==> src/rtl/alu_cmd_frontend.sv <==
// Byte-stream command front end for the calculator ALU: parses 10-byte command
// frames, drives the ALU operands/opcode, and returns a 6-byte response frame.
module alu_cmd_frontend #(
    parameter int DATA_W      = 32,
    parameter int OP_W        = 4,
    parameter int ALU_LATENCY = 1,
    parameter int TIMEOUT     = 255
) (
    input  logic              clk,
    input  logic              rst_n,
    input  logic [7:0]        rx_data,
    input  logic              rx_valid,
    output logic              rx_ready,
    output logic [7:0]        tx_data,
    output logic              tx_valid,
    input  logic              tx_ready,
    output logic [DATA_W-1:0] alu_p,
    output logic [DATA_W-1:0] alu_q,
    output logic [OP_W-1:0]   alu_op,
    input  logic [DATA_W-1:0] alu_result,
    input  logic [1:0]        alu_error,
    output logic              busy,
    output logic              frame_err
);

    localparam int NB      = DATA_W / 8;
    localparam int RESP_NB = 2 + NB;
    localparam int RESP_W  = 8 * RESP_NB;
    localparam int TMR_W   = $clog2(TIMEOUT + 1);
    localparam int EXC_W   = $clog2(ALU_LATENCY + 2);
    localparam int TXC_W   = $clog2(RESP_NB);

    localparam logic [7:0]       SOF_CMD  = 8'hA5;
    localparam logic [7:0]       SOF_RSP  = 8'h5A;
    localparam logic [OP_W-1:0]  OP_RESET = OP_W'(4'b1100);
    localparam logic [TMR_W-1:0] TMR_LAST = TMR_W'(TIMEOUT - 1);
    localparam logic [3:0]       BYTE_LAST = 4'(NB - 1);

    typedef enum logic [2:0] {
        IDLE,
        OPC,
        P_BYTES,
        Q_BYTES,
        EXEC,
        TX
    } state_t;

    state_t            state_q, state_d;
    logic [3:0]        byte_cnt_q, byte_cnt_d;
    logic [TMR_W-1:0]  timer_q, timer_d;
    logic [EXC_W-1:0]  exec_cnt_q, exec_cnt_d;
    logic [TXC_W-1:0]  tx_cnt_q, tx_cnt_d;
    logic [OP_W-1:0]   op_asm_q, op_asm_d;
    logic [DATA_W-1:0] p_asm_q, p_asm_d;
    logic [DATA_W-1:0] q_asm_q, q_asm_d;
    logic [DATA_W-1:0] alu_p_q, alu_p_d;
    logic [DATA_W-1:0] alu_q_q, alu_q_d;
    logic [OP_W-1:0]   alu_op_q, alu_op_d;
    logic [RESP_W-1:0] resp_q, resp_d;
    logic              frame_err_q, frame_err_d;

    logic in_frame;
    logic rx_fire;
    logic tx_fire;

    assign in_frame  = (state_q == OPC) || (state_q == P_BYTES) || (state_q == Q_BYTES);
    assign rx_ready  = (state_q == IDLE) || in_frame;
    assign tx_valid  = (state_q == TX);
    assign tx_data   = tx_valid ? resp_q[RESP_W-1 -: 8] : 8'h00;
    assign busy      = (state_q != IDLE);
    assign frame_err = frame_err_q;
    assign alu_p     = alu_p_q;
    assign alu_q     = alu_q_q;
    assign alu_op    = alu_op_q;
    assign rx_fire   = rx_valid && rx_ready;
    assign tx_fire   = tx_valid && tx_ready;

    always_comb begin
        state_d     = state_q;
        byte_cnt_d  = byte_cnt_q;
        timer_d     = timer_q;
        exec_cnt_d  = exec_cnt_q;
        tx_cnt_d    = tx_cnt_q;
        op_asm_d    = op_asm_q;
        p_asm_d     = p_asm_q;
        q_asm_d     = q_asm_q;
        alu_p_d     = alu_p_q;
        alu_q_d     = alu_q_q;
        alu_op_d    = alu_op_q;
        resp_d      = resp_q;
        frame_err_d = 1'b0;

        // Inter-byte watchdog shared by all frame-assembly states
        if (in_frame) begin
            timer_d = rx_fire ? '0 : timer_q + TMR_W'(1);
            if (!rx_fire && timer_q == TMR_LAST) begin
                state_d     = IDLE;
                frame_err_d = 1'b1;
            end
        end

        case (state_q)
            IDLE: begin
                timer_d = '0;
                if (rx_fire && rx_data == SOF_CMD) begin
                    state_d = OPC;
                end
            end
            OPC: begin
                if (rx_fire) begin
                    if (rx_data[7:OP_W] != '0) begin
                        state_d     = IDLE;
                        frame_err_d = 1'b1;
                    end else begin
                        op_asm_d   = rx_data[OP_W-1:0];
                        byte_cnt_d = '0;
                        state_d    = P_BYTES;
                    end
                end
            end
            P_BYTES: begin
                if (rx_fire) begin
                    p_asm_d = (p_asm_q << 8) | DATA_W'(rx_data);
                    if (byte_cnt_q == BYTE_LAST) begin
                        byte_cnt_d = '0;
                        state_d    = Q_BYTES;
                    end else begin
                        byte_cnt_d = byte_cnt_q + 4'd1;
                    end
                end
            end
            Q_BYTES: begin
                if (rx_fire) begin
                    q_asm_d = (q_asm_q << 8) | DATA_W'(rx_data);
                    if (byte_cnt_q == BYTE_LAST) begin
                        // All three ALU inputs switch on the same edge
                        alu_p_d    = p_asm_q;
                        alu_q_d    = (q_asm_q << 8) | DATA_W'(rx_data);
                        alu_op_d   = op_asm_q;
                        byte_cnt_d = '0;
                        exec_cnt_d = '0;
                        state_d    = EXEC;
                    end else begin
                        byte_cnt_d = byte_cnt_q + 4'd1;
                    end
                end
            end
            EXEC: begin
                if (exec_cnt_q == EXC_W'(ALU_LATENCY)) begin
                    resp_d   = {SOF_RSP, 6'b0, alu_error, alu_result};
                    tx_cnt_d = '0;
                    state_d  = TX;
                end else begin
                    exec_cnt_d = exec_cnt_q + EXC_W'(1);
                end
            end
            TX: begin
                if (tx_fire) begin
                    resp_d = resp_q << 8;
                    if (tx_cnt_q == TXC_W'(RESP_NB - 1)) begin
                        state_d = IDLE;
                    end else begin
                        tx_cnt_d = tx_cnt_q + TXC_W'(1);
                    end
                end
            end
            default: state_d = IDLE;
        endcase
    end

    always_ff @(posedge clk or negedge rst_n) begin
        if (!rst_n) begin
            state_q     <= IDLE;
            byte_cnt_q  <= '0;
            timer_q     <= '0;
            exec_cnt_q  <= '0;
            tx_cnt_q    <= '0;
            op_asm_q    <= '0;
            p_asm_q     <= '0;
            q_asm_q     <= '0;
            alu_p_q     <= '0;
            alu_q_q     <= '0;
            alu_op_q    <= OP_RESET;
            resp_q      <= '0;
            frame_err_q <= 1'b0;
        end else begin
            state_q     <= state_d;
            byte_cnt_q  <= byte_cnt_d;
            timer_q     <= timer_d;
            exec_cnt_q  <= exec_cnt_d;
            tx_cnt_q    <= tx_cnt_d;
            op_asm_q    <= op_asm_d;
            p_asm_q     <= p_asm_d;
            q_asm_q     <= q_asm_d;
            alu_p_q     <= alu_p_d;
            alu_q_q     <= alu_q_d;
            alu_op_q    <= alu_op_d;
            resp_q      <= resp_d;
            frame_err_q <= frame_err_d;
        end
    end

endmodule
==> config.mk <==
export PLATFORM = sky130hd
export DESIGN_NAME = alu_cmd_frontend
export DESIGN_NICKNAME = d
export VERILOG_FILES = /design/src/rtl/alu_cmd_frontend.sv
export SDC_FILE = /design/constraint.sdc
export NUM_CORES = 1
export LEC_CHECK = 0
export CORE_UTILIZATION = 40
export CTS_CLUSTER_DIAMETER = 150
export DETAILED_ROUTE_END_ITERATION = 16
export GPL_ROUTABILITY_DRIVEN = 1
export GPL_TIMING_DRIVEN = 0
export SYNTH_ARGS = -nofsm -noshare
export SYNTH_HDL_FRONTEND = slang
export SYNTH_SLANG_ARGS = --single-unit
export TNS_END_PERCENT = 1
==> constraint.sdc <==
create_clock -name clk -period 1.65 [get_ports clk]
set_input_delay 0.33 -clock clk [delete_from_list [all_inputs] [get_ports clk]]
set_output_delay 0.33 -clock clk [all_outputs]
set_load 0.01 [all_outputs]
== Word level (Yosys, flattened, before mapping) ==
Cells that the tools add are included.
Storage, ports and cells
  bits in registers: 197
Operators by class
  $add $sub $neg: 4
  eq/ne operators: 19
  multiplexer cells: 38
  bitwise logic cells: 3
  reduce and logical (&&, ||, !) cells: 24
Operators by type and width (number)
  2-to-1 mux 48 bit: 2
  one-hot mux 48 bit (2 select lines): 1
  bitwise OR 32 x 8 -> 32 bit: 2
  2-to-1 mux 3 bit: 14
  2-to-1 mux 8 bit: 4
  one-hot mux 3 bit (6 select lines): 1
  == test 8 bit (second input constant): 2
  2-to-1 mux 4 bit: 4
  != test 2 bit (second input constant): 6
  AND reduction 4 bit: 3
  == test 3 bit (second input constant): 3
  AND reduction 3 bit: 3
  adder 8 x 1 -> 8 bit (second input constant): 1
  2-to-1 mux 2 bit: 4
  one-hot mux 4 bit (2 select lines): 1
  nonzero test 2 bit: 4
  == test 3 x 2 -> 1 bit (second input constant): 2
  != test 2 x 1 -> 1 bit (second input constant): 3
  one-hot mux 3 bit (2 select lines): 1
  2-to-1 mux 1 bit: 5
  adder 4 x 1 -> 4 bit (second input constant): 1
  == test 4 x 2 -> 1 bit (second input constant): 1
  logical AND 1 bit: 4
  one-hot mux 2 bit (2 select lines): 1
  other kinds (12): 15

== Depth between registers and ports, before layout ==
Gate-level depths: netlist of run 1.
  depth in word-level cells: 12
  depth in mapped cells: 7
  depth with buffers taken out: 6

== Worst setup path after synthesis of run 1 ==
OpenSTA, ideal clock, no wires.
  path type: reg-to-output
  start: register state_q[1]
  end: output port tx_data[0]
  arrival time: 1406 ps
  slack: -86 ps
  stages on the path, launching flop included: 5
  path buffers: 1
  cells stage by stage: dfrtp_1 nand3b_2 inv_2 clkbuf_1 and2_1
Between the ends
  longest elaborated chain between the ends: 2
RTL lines
  start, declared: RTL line 48  | state_t state_q, state_d;
  start signal, assigned: RTL line 187  | state_q <= state_d;
  == test 3 bit: RTL line 68  | assign tx_valid = (state_q == TX);
  named net tx_valid: RTL line 15  | output logic tx_valid,
  2-to-1 mux 8 bit: RTL line 69  | assign tx_data = tx_valid ? resp_q[RESP_W-1 -: 8] : 8'h00;
  end, declared: RTL line 14  | output logic [7:0] tx_data,
The timed path passes the listed nets, and every way through them passes these cells.

== Final worst setup path of run 1 ==
  start: register state_q[1]
  end: output port tx_data[7]
Between the ends
  longest elaborated chain between the ends: 2
RTL lines (RTL line)
  == test 3 bit: 68
  2-to-1 mux 8 bit: 69
Every way passes these cells.

==> results of run 1 <==
-- stage by stage --
| step | hold slack, ns | std cells |
|---|---|---|
| floorplan | 0.0344 | 608 |
| global placement | 0.462 | 998 |
| detailed placement | 0.345 | 999 |
| CTS | 0.420 | 1039 |
| global route | 0.440 | 1043 |
| finish | 0.419 | 1043 |
-- flip-flops by register name, indices dropped and copies added (netlist names) --
name / count
alu_q: 32
resp_q: 48
q_asm_q: 24
alu_op: 4
exec_cnt_q: 2
frame_err: 1
op_asm_q: 4
timer_q: 8
tx_cnt_q: 3
byte_cnt_q: 4
state_q: 3
alu_p: 32
p_asm_q: 32
-- what timing repair did --
item                                    in CTS  in global routing
hold endpoints to repair                    77                  0
setup buffers                                8                  4
hold buffers                                 1                  0
endpoints found under the setup margin     260                178
gates resized for setup                    187                 21
pin swaps                                    5                  4
-- per-layer routing --
| layer | routed length (µm) | up-vias | share of wire | GRT usage |
|---|---|---|---|---|
| met5 | 0 | - | 0 | 0 |
| met4 | 313 | 0 | 0.018 | 0.0717 |
| met3 | 622 | 24 | 0.035 | 0.0327 |
| met2 | 8980 | 117 | 0.50 | 0.308 |
| met1 | 7960 | 2729 | 0.45 | 0.240 |
| li1 | - | 2470 | - | - |
-- worst max-delay path: cells and delay by family (launching register included) --
family / cells / cell delay (ns)
buf+inv: 3 / 0.30
flops: 1 / 0.44
simple gates: 2 / 0.36
-- placed cells by master (no fill, tap or decap), drive strengths merged, types with 5 or more instances in the layout --
cell | netlist | routed
dfrtp | 195 | 195
mux2 | 128 | 128
nor3 | 9 | 9
dlygate4sd2 | 0 | 73
o21ai | 56 | 56
clkinv | 0 | 5
inv | 14 | 19
nand3 | 12 | 12
buf | 26 | 48
mux2i | 27 | 27
a21oi | 9 | 9
clkdlybuf4s50 | 0 | 39
clkbuf | 6 | 28
a22o | 8 | 8
ha | 6 | 6
nor2 | 11 | 11
nand2 | 56 | 56
-- power by group through the flow --
stage	Combinational, mW	Clock (mW)	Sequential, mW
after floorplan	2.22	0	5.92
after global placement	3.20	0	6.04
after detailed placement	3.32	0	6.07
after CTS	3.86	4.10	6.01
after global routing	4.33	4.30	6.09
final	3.90	4.00	6.01
-- logic make-up after synthesis --
| group | Yosys count | share of synthesized area |
|---|---|---|
| compound gates | 87 | 0.0640 |
| simple gates | 117 | 0.0744 |
| fa+ha+maj | 6 | 0.00932 |
| mux | 155 | 0.212 |
| buf+inv | 46 | 0.0276 |
| flops | 197 | 0.612 |
-- path summary, 6_finish.rpt --
kind | endpoint | start | slack, ns | cells after the start
min in group clk | byte_cnt_q[1] | rx_valid | 0.43 | 3
max reg2reg | alu_q[28] | byte_cnt_q[0] | -0.13 | 5
min reg2reg | resp_q[33] | resp_q[33] | 0.49 | 2
min | alu_q[24] | rst_n | 0.42 | 2
max in group asynchronous | resp_q[25] | rst_n | 0.30 | 3
max | tx_data[7] | state_q[1] | -0.20 | 5
-- final cells by class --
class / count / area (µm²) / share of cell area
sequential: 197 / 4930 / 0.469
multi-input combinational: 365 / 3020 / 0.287
timing repair buffer: 139 / 1310 / 0.125
clock buffer: 19 / 443 / 0.0421
tap: 265 / 332 / 0.0315
buffer: 32 / 305 / 0.0290
clock inverter: 12 / 123 / 0.0116
inverter: 14 / 60.1 / 0.00570
==> flow_summary.yaml, run 1 <==
power_and_ir_drop:
  power.share.combinational: 0.280
  power_switching_mw: 4.47
  switching_share: 0.322
  p_seq_frac: 0.432
  clock_power_share: 0.288
  ir_worst_vdd_mv: 0.798
  p_total_mw: 13.9
  p_leak_nw: 5.38
  intPower_mw: 9.44
  p_per_area_nw_per_um2: 1320
drt:
  wl_um: 17900
  via_count: 5340
  drtIter0Drc: 201
  first_pass_iters: 4
  wire_per_inst_um: 17.1
  route.detailed.drc: 0
  vias_per_cell: 5.12
  ant_nets: 0
status:
  violations: "negative setup slack"
  status: "finished, violations left"
clocking:
  worst_skew_pair.late_latency_ns: 0.44
  cts-root-buf: "clkbuf_16"
  numCtsBuffers: 17
  htreeDepth: 4
  clkTransAtPathRegs_ns: 0.07
  clock_sinks: 197
  cts_buffer_depth: 2
  cts_tree: "done"
die:
  num_rows: 51
  num_io_pins: 126
  dieWidth_um: 144
  start_util: 0.411
  core_um2: 19600
  die_h_um: 144
  dieArea_um2: 20700
synth:
  synth_top_area_share: 0.606
  yosysWarnings: 0
  synth_commonest_cells: "dfrtp_1, mux2_2, nand2_1, o21ai_0, mux2i_1"
  yosys_register_bits: 197
  synth_area_leaders: "dfrtp_1, mux2_2, o21ai_0"
  synth_top_area_cell: "dfrtp_1"
  yosysMostFrequentCell: "dfrtp_1"
  synth-edff-count: 0
  syn-mean-instance-area_um2: 13.3
  synth_seq_area_share: 0.612
  synthFlopType: "dfrtp_1"
  async_flop_share: 1.00
  synthCells: 608
  syn_area_um2: 8060
  synth_cell_types: 45
  synthesis.nets: 660
timing:
  hold_violations: 0
  finalSetupTns_ns: -10.19
  setup_viol: 121
  fin_worst_skew_ns: 0.0119
  period_needed_ns: 1.85
  maxSlewViolCount: 0
  fin_crit_sh: 1.12
  worst_slack_ns: -0.205
  fmax_mhz: 539
  rsz0062_at_grt: "yes"
  tightest_slew_ns: 0.618
  slew_headroom: 0.588
setup_path:
  worstSetupStartpointType: "flop"
  slowest_stage: "dfrtp_2"
  required_ns: 1.32
  cp-end-kind: "output pin"
  slowest_delay_ns: 0.44
  cp.arrival_ns: 1.52
  critPathMaxFanout: 6
  critical_path_class: "flop to output pin"
  cp_cell_sequence: "nand3b_4, inv_8, clkbuf_16, and2_4, buf_6"
final_layout:
  final_cell_area_um2: 10500
  drive_gt1_frac: 0.316
  nFillCells: 1686
  n_antenna_cell: 0
  syn_to_final_growth_pct: 30.7
  post-route-util: 0.538
  nets: 818
place:
  port-buffer-count: 125
  routabilityCongestion: 0.811
  place_worst_setup_slack_ns: -0.705
  dpl.hpwl_um: 12500
  place_area_um2: 9670
global_route:
  grt_use_total: 0.185
  grt_max_degree: 121
  grt_first_pass_wirelength_um: 28800
  antenna_found_initial: 0
  grt_overflow: 0
  grt_pass1_vias: 5520
run:
  maxCapViolations: 0
min_path:
  min-delay-path-class: "input pin to asynchronous set/reset pin"
(Power assumes the default switching activity.)
==> run 2: changes to the inputs <==
--- a/config.mk
+++ b/config.mk
@@ -5,6 +5,7 @@
 export SDC_FILE = /design/constraint.sdc
 export NUM_CORES = 1
 export LEC_CHECK = 0
+export CORE_MARGIN = 2
 export CORE_UTILIZATION = 40
 export CTS_CLUSTER_DIAMETER = 150
 export DETAILED_ROUTE_END_ITERATION = 16
==> flow_summary.yaml, run 2 (synthesis gave the netlist of run 1 again) <==
status:
  status: "finished, violations left"
  violations: "negative setup slack"
global_route:
  grt_max_degree: 129
  grt_first_pass_wirelength_um: 30000
  grt_use_total: 0.177
  antenna_found_initial: 0
  grt_overflow: 0
  grt_pass1_vias: 5734
place:
  dpl.hpwl_um: 12500
  port-buffer-count: 125
  place_worst_setup_slack_ns: -0.732
  routabilityCongestion: 0.852
clocking:
  clock_sinks: 197
  cts_buffer_depth: 2
  cts-root-buf: "clkbuf_16"
  clkTransAtPathRegs_ns: 0.06
  numCtsBuffers: 17
  worst_skew_pair.late_latency_ns: 0.43
  cts_tree: "done"
  htreeDepth: 4
final_layout:
  mostFrequentLayoutCells: "dfrtp_1, mux2_2, dlygate4sd2_1"
  nets: 822
  top_register: "resp_q"
  nFillCells: 1702
  syn_to_final_growth_pct: 31.6
  largest_reg_flops: 48
  seqCellArea_um2: 4930
  n_antenna_cell: 0
  multi_input_area_um2: 3010
  drive_gt1_frac: 0.318
  layout_commonest_cell: "dfrtp_1"
setup_path:
  required_ns: 1.32
  critPathMaxFanout: 7
  critical_path_class: "flop to output pin"
  cp.arrival_ns: 1.47
  cp-end-kind: "output pin"
  worstSetupStartpointType: "flop"
drt:
  first_pass_iters: 4
  ant_nets: 0
  vias_per_cell: 5.14
  wl_um: 18000
  route.detailed.drc: 0
  drtIter0Drc: 251
  wire_per_inst_um: 17.2
  via_count: 5382
power_and_ir_drop:
  p_per_area_nw_per_um2: 1350
  p_leak_nw: 5.45
  ir_worst_vdd_mv: 0.945
die:
  dieWidth_um: 146
  num_rows: 51
  die_h_um: 146
  start_util: 0.411
  core_um2: 19600
  num_io_pins: 126
  dieArea_um2: 21300
run:
  maxCapViolations: 0
timing:
  tightest_slew_ns: 0.655
  slew_headroom: 0.563
  maxSlewViolCount: 0
  fin_crit_sh: 1.09
  setup_viol: 118
  hold_violations: 0
  fmax_mhz: 554
  rsz0062_at_grt: "yes"
  period_needed_ns: 1.80
  fin_hold_ws_ns: 0.338
  fin_worst_skew_ns: 0.0113
  worst_slack_ns: -0.153
min_path:
  min-delay-path-class: "input pin to flop"
-- run 2: path summary, 6_finish.rpt --
kind | from | end | slack, ns | cells after the start
max in group asynchronous | rst_n | state_q[0] | 0.27 | 3
worst max register to register | state_q[2] | byte_cnt_q[3] | -0.15 | 6
min in group asynchronous | rst_n | alu_q[24] | 0.42 | 2
worst max-delay path | state_q[1] | tx_data[6] | -0.15 | 4
worst min-delay path | rx_valid | byte_cnt_q[1] | 0.34 | 3
worst min register to register | resp_q[25] | resp_q[25] | 0.48 | 2
-- run 2: through the flow --
stage	std cells	TNS, ns	cell area [µm²]	power [mW]	util
2_1_floorplan	608	0	8060	8.14	-
3_3_place_gp	998	-1595.77	9640	9.24	0.492
3_5_place_dp	999	-90.48	9670	9.37	0.494
4_1_cts	1045	-14.65	10500	14.2	0.534
5_1_grt	1047	-19.31	10600	15.1	0.541
6_report	1047	-6.66	10600	14.3	0.541
-- run 2: power by group --
group          switching, mW  internal, mW  total (mW)
logic                   2.14          1.80        3.94
clock network           1.82          2.49        4.31
registers              0.481          5.53        6.01
total                   4.44          9.82        14.3
-- run 2: worst max-delay path, stage by stage, from the launching register on --
cell	delay, ns
dfrtp_1	0.40
nand3b_4	0.21
buf_6	0.17
nor2_2	0.12
buf_2	0.15
-- run 2: routing by layer --
layer | GRT usage | vias up | wire length [µm] | part of all wire
li1 | - | 2480 | - | -
met3 | 0.0326 | 29 | 713 | 0.040
met5 | 0 | - | 0 | 0
met2 | 0.290 | 134 | 8960 | 0.50
met4 | 0.0662 | 0 | 342 | 0.019
met1 | 0.234 | 2739 | 7970 | 0.44
-- run 2: layout make-up --
| type | count | share of cell area |
|---|---|---|
| clock inverter | 12 | 0.0157 |
| buffer | 32 | 0.0296 |
| inverter | 14 | 0.00567 |
| timing repair buffer | 143 | 0.125 |
| clock buffer | 19 | 0.0427 |
| multi-input combinational | 365 | 0.284 |
| sequential | 197 | 0.465 |
| tap | 265 | 0.0313 |
-- run 2: repair_timing --
item                                    in CTS  in global routing
pin swaps                                    5                  7
hold buffers                                 1                  0
cloned                                       0                  0
gates resized for setup                    167                 47
hold endpoints to repair                    69                  0
endpoints found under the setup margin     258                199
setup buffers                               14                  2
